**config.mk**
```make
export PLATFORM = sky130hd
export DESIGN_NAME = pipe_stage_reg
export DESIGN_NICKNAME = d
export VERILOG_FILES = /design/src/rtl/pipe_stage_reg.sv
export SDC_FILE = /design/constraint.sdc
export NUM_CORES = 1
export LEC_CHECK = 0
export ABC_AREA = 1
export CORE_ASPECT_RATIO = 0.75
export CORE_UTILIZATION = 40
export DETAILED_ROUTE_END_ITERATION = 12
export PLACE_DENSITY = 0.79
export SYNTH_ARGS = -nofsm -noshare
export SYNTH_HDL_FRONTEND = slang
export SYNTH_SLANG_ARGS = --single-unit
```
**constraint.sdc**
```tcl
create_clock -name clk -period 2.3 [get_ports clk]
set_clock_uncertainty 0.05 [all_clocks]
set_input_delay 0.46 -clock clk [delete_from_list [all_inputs] [get_ports clk]]
set_output_delay 0.46 -clock clk [all_outputs]
set_load 0.01 [all_outputs]
```
**src/rtl/pipe_stage_reg.sv**
```systemverilog
// Parametrised inter-stage pipeline register with valid/ready handshake, flush and bubble counter.
// Define PIPE_STAGE_SKID_EN for a two-entry skid buffer with a registered in_ready.
module pipe_stage_reg #(
    parameter int CTRL_W   = 12,
    parameter int DATA_W   = 111,
    parameter bit CLR_DATA = 1'b1,
    parameter int CNT_W    = 16
) (
    input  logic              clk,
    input  logic              rst_n,
    input  logic              sig_clr,
    input  logic              in_valid,
    output logic              in_ready,
    input  logic [CTRL_W-1:0] in_ctrl,
    input  logic [DATA_W-1:0] in_data,
    output logic              out_valid,
    input  logic              out_ready,
    output logic [CTRL_W-1:0] out_ctrl,
    output logic [DATA_W-1:0] out_data,
    output logic [CNT_W-1:0]  bubble_cnt
);

    logic              valid_r;
    logic [CTRL_W-1:0] ctrl_r;
    logic [DATA_W-1:0] data_r;
    logic [CNT_W-1:0]  bubble_cnt_r;
    logic              valid_nxt_s;
    logic [CTRL_W-1:0] ctrl_nxt_s;
    logic [DATA_W-1:0] data_nxt_s;
    logic              in_xfer_s;

    // Control is masked so a bubble can never assert reg_write or mem_write downstream.
    assign out_valid  = valid_r;
    assign out_ctrl   = valid_r ? ctrl_r : {CTRL_W{1'b0}};
    assign out_data   = data_r;
    assign bubble_cnt = bubble_cnt_r;
    assign in_xfer_s  = in_valid & in_ready;

`ifdef PIPE_STAGE_SKID_EN
    logic              skid_valid_r;
    logic [CTRL_W-1:0] skid_ctrl_r;
    logic [DATA_W-1:0] skid_data_r;
    logic              skid_valid_nxt_s;
    logic [CTRL_W-1:0] skid_ctrl_nxt_s;
    logic [DATA_W-1:0] skid_data_nxt_s;
    logic              main_free_s;

    assign in_ready    = ~skid_valid_r;
    assign main_free_s = ~valid_r | out_ready;

    // Next-state for main and skid entries; skid refills main in the drain cycle to keep FIFO order.
    always_comb begin
        valid_nxt_s      = valid_r;
        ctrl_nxt_s       = ctrl_r;
        data_nxt_s       = data_r;
        skid_valid_nxt_s = skid_valid_r;
        skid_ctrl_nxt_s  = skid_ctrl_r;
        skid_data_nxt_s  = skid_data_r;
        if (sig_clr) begin
            valid_nxt_s      = 1'b0;
            ctrl_nxt_s       = {CTRL_W{1'b0}};
            skid_valid_nxt_s = 1'b0;
            skid_ctrl_nxt_s  = {CTRL_W{1'b0}};
            if (CLR_DATA) begin
                data_nxt_s      = {DATA_W{1'b0}};
                skid_data_nxt_s = {DATA_W{1'b0}};
            end else begin
                data_nxt_s      = data_r;
                skid_data_nxt_s = skid_data_r;
            end
        end else if (main_free_s) begin
            if (skid_valid_r) begin
                valid_nxt_s      = 1'b1;
                ctrl_nxt_s       = skid_ctrl_r;
                data_nxt_s       = skid_data_r;
                skid_valid_nxt_s = 1'b0;
                skid_ctrl_nxt_s  = {CTRL_W{1'b0}};
            end else if (in_xfer_s) begin
                valid_nxt_s = 1'b1;
                ctrl_nxt_s  = in_ctrl;
                data_nxt_s  = in_data;
            end else begin
                valid_nxt_s = 1'b0;
                ctrl_nxt_s  = {CTRL_W{1'b0}};
            end
        end else if (in_xfer_s) begin
            skid_valid_nxt_s = 1'b1;
            skid_ctrl_nxt_s  = in_ctrl;
            skid_data_nxt_s  = in_data;
        end else begin
            skid_valid_nxt_s = skid_valid_r;
        end
    end

    // Skid entry storage.
    always_ff @(posedge clk or negedge rst_n) begin
        if (!rst_n) begin
            skid_valid_r <= 1'b0;
            skid_ctrl_r  <= {CTRL_W{1'b0}};
            skid_data_r  <= {DATA_W{1'b0}};
        end else begin
            skid_valid_r <= skid_valid_nxt_s;
            skid_ctrl_r  <= skid_ctrl_nxt_s;
            skid_data_r  <= skid_data_nxt_s;
        end
    end
`else
    logic out_xfer_s;

    assign in_ready   = ~valid_r | out_ready;
    assign out_xfer_s = valid_r & out_ready;

    // Next-state for the single entry; flush wins over load and drain.
    always_comb begin
        valid_nxt_s = valid_r;
        ctrl_nxt_s  = ctrl_r;
        data_nxt_s  = data_r;
        if (sig_clr) begin
            valid_nxt_s = 1'b0;
            ctrl_nxt_s  = {CTRL_W{1'b0}};
            if (CLR_DATA) begin
                data_nxt_s = {DATA_W{1'b0}};
            end else begin
                data_nxt_s = data_r;
            end
        end else if (in_xfer_s) begin
            valid_nxt_s = 1'b1;
            ctrl_nxt_s  = in_ctrl;
            data_nxt_s  = in_data;
        end else if (out_xfer_s) begin
            valid_nxt_s = 1'b0;
            ctrl_nxt_s  = {CTRL_W{1'b0}};
        end else begin
            valid_nxt_s = valid_r;
        end
    end
`endif

    // Main entry storage.
    always_ff @(posedge clk or negedge rst_n) begin
        if (!rst_n) begin
            valid_r <= 1'b0;
            ctrl_r  <= {CTRL_W{1'b0}};
            data_r  <= {DATA_W{1'b0}};
        end else begin
            valid_r <= valid_nxt_s;
            ctrl_r  <= ctrl_nxt_s;
            data_r  <= data_nxt_s;
        end
    end

    // Saturating bubble counter; deliberately untouched by flush.
    always_ff @(posedge clk or negedge rst_n) begin
        if (!rst_n) begin
            bubble_cnt_r <= {CNT_W{1'b0}};
        end else if (out_ready && !valid_r && (bubble_cnt_r != {CNT_W{1'b1}})) begin
            bubble_cnt_r <= bubble_cnt_r + {{(CNT_W-1){1'b0}}, 1'b1};
        end else begin
            bubble_cnt_r <= bubble_cnt_r;
        end
    end

endmodule

```
==> flow_summary.rst, run 1 <==
.. list-table::
   :header-rows: 1

   * - Metric
     - Value
   * - Highest clock rate
     - 0.455 GHz
   * - Hold WC Path Type
     - flop to flop
   * - CP Launch Type
     - flop
   * - Worst setup slack for register-to-register paths
     - around 0.59 ns
   * - Wire length of the first global-routing pass
     - 27000 um
   * - Starting density of the core
     - 0.412
   * - Synthesized net count
     - 839
   * - Final number of setup-violating endpoints
     - 0
   * - First drt pass iteration count
     - 4
   * - Synthesized flop and latch total
     - 140
   * - Layout net count
     - about 1100
   * - Core Region
     - 0.0145 mm2
   * - Critical Path End Type
     - primary output
   * - Total detailed-routing wirelength
     - 17500 um
   * - Syn Area/Cell
     - 8.41 um2
   * - Floorplan die height
     - 108 um
   * - Cell row count
     - 38
   * - Max-slew violations
     - 0
   * - Max-capacitance violation count
     - 0
   * - Total routing usage reported by global routing
     - 0.229
   * - Post-DP HPWL
     - 12200 um
   * - Number of buffers added by the clock tree synthesis step
     - 17
   * - CTS H-Tree Depth
     - 4
   * - # diodes
     - 0
   * - DRC violation count after routing
     - 0
   * - Detail Route met2 WL
     - 8040 um
   * - Result of the run
     - completed
   * - Hold path start
     - out_data[58]$_DFFE_PN0P_
   * - Antenna violations before repair
     - 0
   * - Count of fill cells added during filler insertion
     - 1198
   * - Period minus WS final
     - 2.20 ns
   * - Number of violations reported at the end of detailed-routing iteration 0
     - 321
   * - Vias in the first global route
     - approximately 5100
   * - Share of the clock period used by the worst path
     - 0.955
   * - Synth warnings
     - 0
   * - Placed Area
     - 0.00895 mm2
   * - Cell area after synthesis
     - just under 0.006 mm2
   * - Hold Path Sink
     - out_data[58]$_DFFE_PN0P_
   * - Number of endpoints with negative hold slack in the final report
     - 0
   * - Data arrival time of the worst path
     - 1.69 ns
   * - Reg-to-Reg Start
     - bubble_cnt[0]$_DFFE_PN0P_
   * - Buffer count from post-CTS setup fixing
     - 0
   * - Area growth from synthesis to final layout
     - 59.7%
   * - CTS tree
     - built
   * - Leakage Power
     - 4.66 nW
   * - Worst setup path class
     - flop to primary output
   * - Worst path required time
     - 1.79 ns
   * - Share of synthesized flip-flops with an asynchronous set or reset
     - 1.00
   * - EDFF count, synth
     - 0
   * - Routability congestion estimate from global placement
     - 0.812
   * - Cells on worst reg2reg path
     - 8
   * - Synth cell types
     - 22
   * - Buffers added on ports
     - 268
   * - Die ar.
     - between 0.015 and 0.02 mm2
   * - Antenna-violating nets left
     - 0
   * - Setup repair after global routing missed its margin
     - no
   * - Top routing layer in use
     - met4
   * - Detail-routed via count per cell
     - 4.78
   * - Commonest cells after routing, fill and taps aside
     - 313 x sky130_fd_sc_hd__nand2_1, 266 x sky130_fd_sc_hd__clkdlybuf4s50_1, 142 x sky130_fd_sc_hd__nand3_1
   * - Final instance area
     - 0.00953 mm2
   * - Power density relative to cell area
     - 694 mW/mm2
   * - Most common library cell in the layout ignoring fill and taps
     - sky130_fd_sc_hd__nand2_1
   * - TNS Setup
     - 0 ns
   * - Maximum fanout along the worst path
     - 12
   * - Longest Clk Path Bufs
     - 2
   * - Worst-margin pin slew
     - 0.497 ns
   * - Dominant synthesized flop cell
     - sky130_fd_sc_hd__dfrtp_1
   * - Largest net degree at the start of global routing
     - between 60 and 70
   * - Number of sinks handled by clock tree synthesis
     - 140
   * - Relative max-transition margin
     - 0.668
   * - Width of the chip
     - 143 um
   * - Hold path depth
     - 2
   * - Met1 Wirelength
     - 7420 um
   * - Overall via count from detail_route
     - 5674
   * - Cell at the root of the clock tree
     - sky130_fd_sc_hd__clkbuf_16
   * - Sum of met3 wire segment lengths after detailed routing
     - 1700 um
   * - Worst supply voltage drop on vdd
     - 0.000485 V
   * - Ports placed on the boundary
     - roughly 270
   * - Clk slew on worst S/H paths
     - 0.06 ns
   * - Aggregate global routing overflow
     - 0
   * - Clock latency reported for the late side of the worst-skew pair
     - 0.41 ns
   * - Sequential element share of the synthesized area
     - 0.587
   * - Ratio of cells with drive above 1 in the final layout
     - 0.0578
   * - Detailed-route wire length per cell
     - 14.7 um
   * - Cell count after synthesis
     - 710
   * - Endpoint of the worst-slack reg-to-reg timing path
     - bubble_cnt[3]$_DFFE_PN0P_
[layout make-up]
type | count | area, um2 | area share
clock buffer | 19 | 433 | 0.0454
multi-input combinational | 500 | 2160 | 0.226
timing repair buffer | 287 | 2940 | 0.309
clock inverter | 13 | 140 | 0.0147
inverter | 27 | 104 | 0.0109
sequential | 140 | 3500 | 0.368
tap | 200 | 250 | 0.0263
[synthesized netlist by cell type (3+ instances only)]
cell type | n | area [um2]
sky130_fd_sc_hd__nand4_1 | 6 | 37.5
sky130_fd_sc_hd__xnor2_1 | 3 | 26.3
sky130_fd_sc_hd__o21ai_0 | 4 | 20.0
sky130_fd_sc_hd__nand3_1 | 142 | 711
sky130_fd_sc_hd__nor2_1 | 20 | 75.1
sky130_fd_sc_hd__xor2_1 | 4 | 35.0
sky130_fd_sc_hd__inv_1 | 25 | 93.8
sky130_fd_sc_hd__buf_4 | 9 | 67.6
sky130_fd_sc_hd__nand2_1 | 313 | 1170
sky130_fd_sc_hd__buf_2 | 14 | 70.1
sky130_fd_sc_hd__clkbuf_1 | 18 | 67.6
sky130_fd_sc_hd__dfrtp_1 | 140 | 3500
[worst max path at each step]
stage                               from                         to
3_5_place_dp                   out_ready                   in_ready
6_report           out_valid$_DFFE_PN0P_                out_ctrl[8]
5_1_grt            out_valid$_DFFE_PN0P_                out_ctrl[8]
2_1_floorplan  bubble_cnt[0]$_DFFE_PN0P_  bubble_cnt[7]$_DFFE_PN0P_
4_1_cts            out_valid$_DFFE_PN0P_                   in_ready
3_3_place_gp                   out_ready                   in_ready
[worst max-delay path, stage by stage (launching register included)]
cell                              delay [ns]
sky130_fd_sc_hd__dfrtp_2                0.45
sky130_fd_sc_hd__buf_12                 0.16
sky130_fd_sc_hd__nand2_1                0.05
sky130_fd_sc_hd__inv_1                  0.05
sky130_fd_sc_hd__clkdlybuf4s50_1        0.56
[flip-flops by register name, summed over array words and instances, names as in the netlist]
signal / cells
bubble_cnt: 16
ctrl_r: 12
out_data: 111
out_valid: 1
[cells by family (layout without fill, tap and decap cells)]
logic type                 Yosys count  after routing  synth area share
AOI/OAI and AO/OA                    7              7           0.00838
xor gates and xnor gates             7              7            0.0103
adders and majority gates            1              1           0.00210
buffers and inverters               70            346            0.0526
DFF                                140            140             0.587
and+or+nand+nor                    485            485             0.340
[where the power goes]
group | switching (mW) | total, mW | leakage [nW] | internal [mW]
Sequential | 0.150 | 2.79 | 1.87 | 2.64
Clock | 1.07 | 2.67 | 0.270 | 1.60
Combinational | 0.522 | 1.16 | 2.52 | 0.633
Total | 1.75 | 6.62 | 4.66 | 4.87
[layer usage]
metal,global-route usage,vias to the layer above
met2,0.364,220
met1,0.287,2643
met4,0.0806,0
met3,0.0841,25
met5,0,-
li1,-,2786
[per-stage QoR]
step | setup WS, ns | util | total power, mW | instances | hold slack, ns
2_1_floorplan | 0.675 | - | 3.23 | 710 | 0.114
3_3_place_gp | 0.117 | 0.617 | 3.97 | 1153 | 0.383
3_5_place_dp | 0.137 | 0.617 | 3.99 | 1153 | 0.381
4_1_cts | 0.0284 | 0.657 | 6.67 | 1186 | 0.422
5_1_grt | 0.00557 | 0.657 | 6.90 | 1186 | 0.434
6_report | 0.104 | 0.657 | 6.62 | 1186 | 0.419
[what timing repair did]
item                       in CTS  in global routing
gates resized for setup         1                  1
setup endpoints to repair       3                  1
pin swaps                       0                  0
hold endpoints to repair       46                  0
hold buffers                    1                  0
cloned                          0                  0
(Power assumes the default switching activity.)
==> run 2, diff against run 1 <==
Settings changed: CAP_MARGIN from default to 20, SKIP_CTS_REPAIR_TIMING from default to 1.
==> results of run 2 <==
No change in the layout: final DEF, timing and power equal those of run 1.
==> run 3, diff against run 2 <==
Settings changed: RECOVER_POWER from default to 50.
==> run 3 against run 2 <==
Maximum frequency fell by 0.19%. Clock power about the same. Count of clock-buffer cells in the layout stayed put. Combinational power is essentially flat. Global-route usage unchanged. Register-to-register slack got worse by 0.33 ns. Hold slack hardly changed. First-iteration DRC count rose by 16%. Largest cell class unchanged. Highest routed layer unchanged.
==> flow_summary.rst, run 3 (synthesis results as in run 1) <==
.. list-table::
   :header-rows: 1

   * - Metric
     - Value
   * - # diodes
     - 0
   * - Routability congestion estimate from global placement
     - 0.812
   * - Ports placed on the boundary
     - 269
   * - Hold path start
     - out_data[78]$_DFFE_PN0P_
   * - Worst supply voltage drop on vdd
     - 0.000484 V
   * - Cell row count
     - 38
   * - Number of violations reported at the end of detailed-routing iteration 0
     - 373
   * - Overall via count from detail_route
     - 5658
   * - Reg-to-Reg Start
     - out_valid$_DFFE_PN0P_
   * - Clk slew on worst S/H paths
     - 0.06 ns
   * - Max-capacitance violation count
     - 0
   * - Cell at the root of the clock tree
     - sky130_fd_sc_hd__clkbuf_16
   * - Starting density of the core
     - 0.412
   * - Share of the clock period used by the worst path
     - 0.957
   * - Finished Layout Cells
     - 1186
   * - Fin Hold WS
     - 0.419 ns
   * - First drt pass iteration count
     - 5
   * - Commonest cells after routing, fill and taps aside
     - 313 x sky130_fd_sc_hd__nand2_1, 266 x sky130_fd_sc_hd__clkdlybuf4s50_1, 143 x sky130_fd_sc_hd__nand3_1
   * - Count of fill cells added during filler insertion
     - 1203
   * - Period minus WS final
     - 2.20 ns
   * - Detail-routed via count per cell
     - 4.77
   * - Number of buffers added by the clock tree synthesis step
     - 17
   * - Detailed-route wire length per cell
     - 14.7 um
   * - Total detailed-routing wirelength
     - 17400 um
   * - Data arrival time of the worst path
     - between 1.5 and 2 ns
   * - Buffering stage count on the worst path with inverters included
     - 3
   * - Hold WC Path Type
     - flop to flop
   * - Routing usage on met2
     - 0.364
   * - CTS tree
     - built
   * - CTS H-Tree Depth
     - 4
   * - Layout net count
     - 1102
   * - Number of endpoints with negative hold slack in the final report
     - 0
   * - Delay-heaviest family, CP
     - buffers and inverters
   * - CP Launch Type
     - flop
   * - Floorplan die height
     - between 100 and 150 um
   * - DRC violation count after routing
     - 0
   * - Maximum fanout along the worst path
     - 12
   * - GRT met1 Usage
     - 0.287
   * - Die ar.
     - 0.0154 mm2
   * - Worst setup path class
     - flop to primary output
   * - Largest stage delay, worst path
     - 0.57 ns
   * - Buffers added on ports
     - 268
   * - Worst-margin pin slew
     - 1.23 ns
   * - Relative max-transition margin
     - 0.182
   * - Total instance count after detailed placement
     - 1153
   * - Clock latency reported for the late side of the worst-skew pair
     - 0.41 ns
   * - Most utilized layer in the global route result
     - met2
   * - Wire length of the first global-routing pass
     - 27000 um
   * - Most common library cell in the layout ignoring fill and taps
     - sky130_fd_sc_hd__nand2_1
   * - Highest clock rate
     - ~0.45 GHz
   * - Post-DP HPWL
     - 12200 um
   * - Longest Clk Path Bufs
     - 2
   * - Largest net degree at the start of global routing
     - 66
   * - Power density relative to cell area
     - slightly below 700 mW/mm2
   * - Setup repair after global routing missed its margin
     - no
   * - Cells along the critical path
     - buf_12 -> nand2_1 -> inv_1 -> clkdlybuf4s50_1
   * - Critical Path Slowest Stage Cell
     - sky130_fd_sc_hd__clkdlybuf4s50_1
   * - Max reg flops
     - 111
   * - Final number of setup-violating endpoints
     - 0
   * - CP Launch Point
     - out_valid$_DFFE_PN0P_
   * - Total routing usage reported by global routing
     - 0.229
   * - Antenna-violating nets left
     - 0
   * - Global-route met3 utilization
     - 0.0841
   * - Core Region
     - 0.0145 mm2
   * - Worst path required time
     - approximately 1.8 ns
   * - Result of the run
     - completed
   * - Leakage Power
     - 4.65 nW
   * - Width of the chip
     - roughly 140 um
   * - Ratio of cells with drive above 1 in the final layout
     - 0.0558
   * - Critical Path End Type
     - primary output
   * - Area growth from synthesis to final layout
     - 58.9%
   * - Aggregate global routing overflow
     - 0
   * - Vias in the first global route
     - 5140
   * - Antenna violations before repair
     - 0
   * - Max-slew violations
     - 0
   * - Worst setup slack for register-to-register paths
     - 0.26 ns
   * - Number of sinks handled by clock tree synthesis
     - 140
## run 3: cell count changes in the layout (fill, tap and decap cells not counted), moves of 2 or more
cell	previous run	this run
sky130_fd_sc_hd__buf_12	9	7
sky130_fd_sc_hd__buf_4	9	6
sky130_fd_sc_hd__clkbuf_2	0	3
sky130_fd_sc_hd__clkbuf_4	0	2
## run 3: cell type report
cell class | instances | area (um2) | share of cell area
sequential | 140 | 3500 | 0.370
timing repair buffer | 287 | 2910 | 0.307
multi-input combinational | 500 | 2140 | 0.226
clock buffer | 19 | 433 | 0.0456
tap | 200 | 250 | 0.0264
clock inverter | 13 | 140 | 0.0148
inverter | 27 | 104 | 0.0109
## run 3: power by group
| group | internal [mW] | switching (mW) | total (mW) |
|---|---|---|---|
| Clock | 1.60 | 1.07 | 2.67 |
| Sequential | 2.64 | 0.148 | 2.79 |
| Combinational | 0.625 | 0.519 | 1.14 |
## run 3: final timing paths
kind,endpoint,depth (start not counted)
worst max-delay path,out_ctrl[8],4
worst min-delay path,out_data[78]$_DFFE_PN0P_,2
worst max register to register,ctrl_r[3]$_DFFE_PN0P_,6
worst min register to register,out_data[78]$_DFFE_PN0P_,2
max in group asynchronous,out_data[105]$_DFFE_PN0P_,3
min in group asynchronous,out_data[77]$_DFFE_PN0P_,2
## run 3: tightest hold or removal path: cells and delay by family, from the launching register on
kind / cells / cell delay (ns)
AND/OR/NAND/NOR: 2 / 0.10
flip-flops: 1 / 0.34
## run 3: stage by stage
| step | utilization | setup WS, ns | power [mW] | TNS (ns) | cell area, um2 |
|---|---|---|---|---|---|
| 2_1_floorplan | - | 0.675 | 3.23 | 0 | 5970 |
| 3_3_place_gp | 0.617 | 0.117 | 3.97 | 0 | 8950 |
| 3_5_place_dp | 0.617 | 0.137 | 3.99 | 0 | 8950 |
| 4_1_cts | 0.656 | -0.0142 | 6.67 | -0.0295 | 9520 |
| 5_1_grt | 0.654 | 0.0137 | 6.88 | 0 | 9480 |
| 6_report | 0.654 | 0.0998 | 6.60 | 0 | 9480 |
## run 3: metal layers
metal,vias to the layer above,part of all wire
met1,2636,0.42
met2,212,0.47
met3,24,0.095
met4,0,0.016
li1,2786,-
met5,-,0
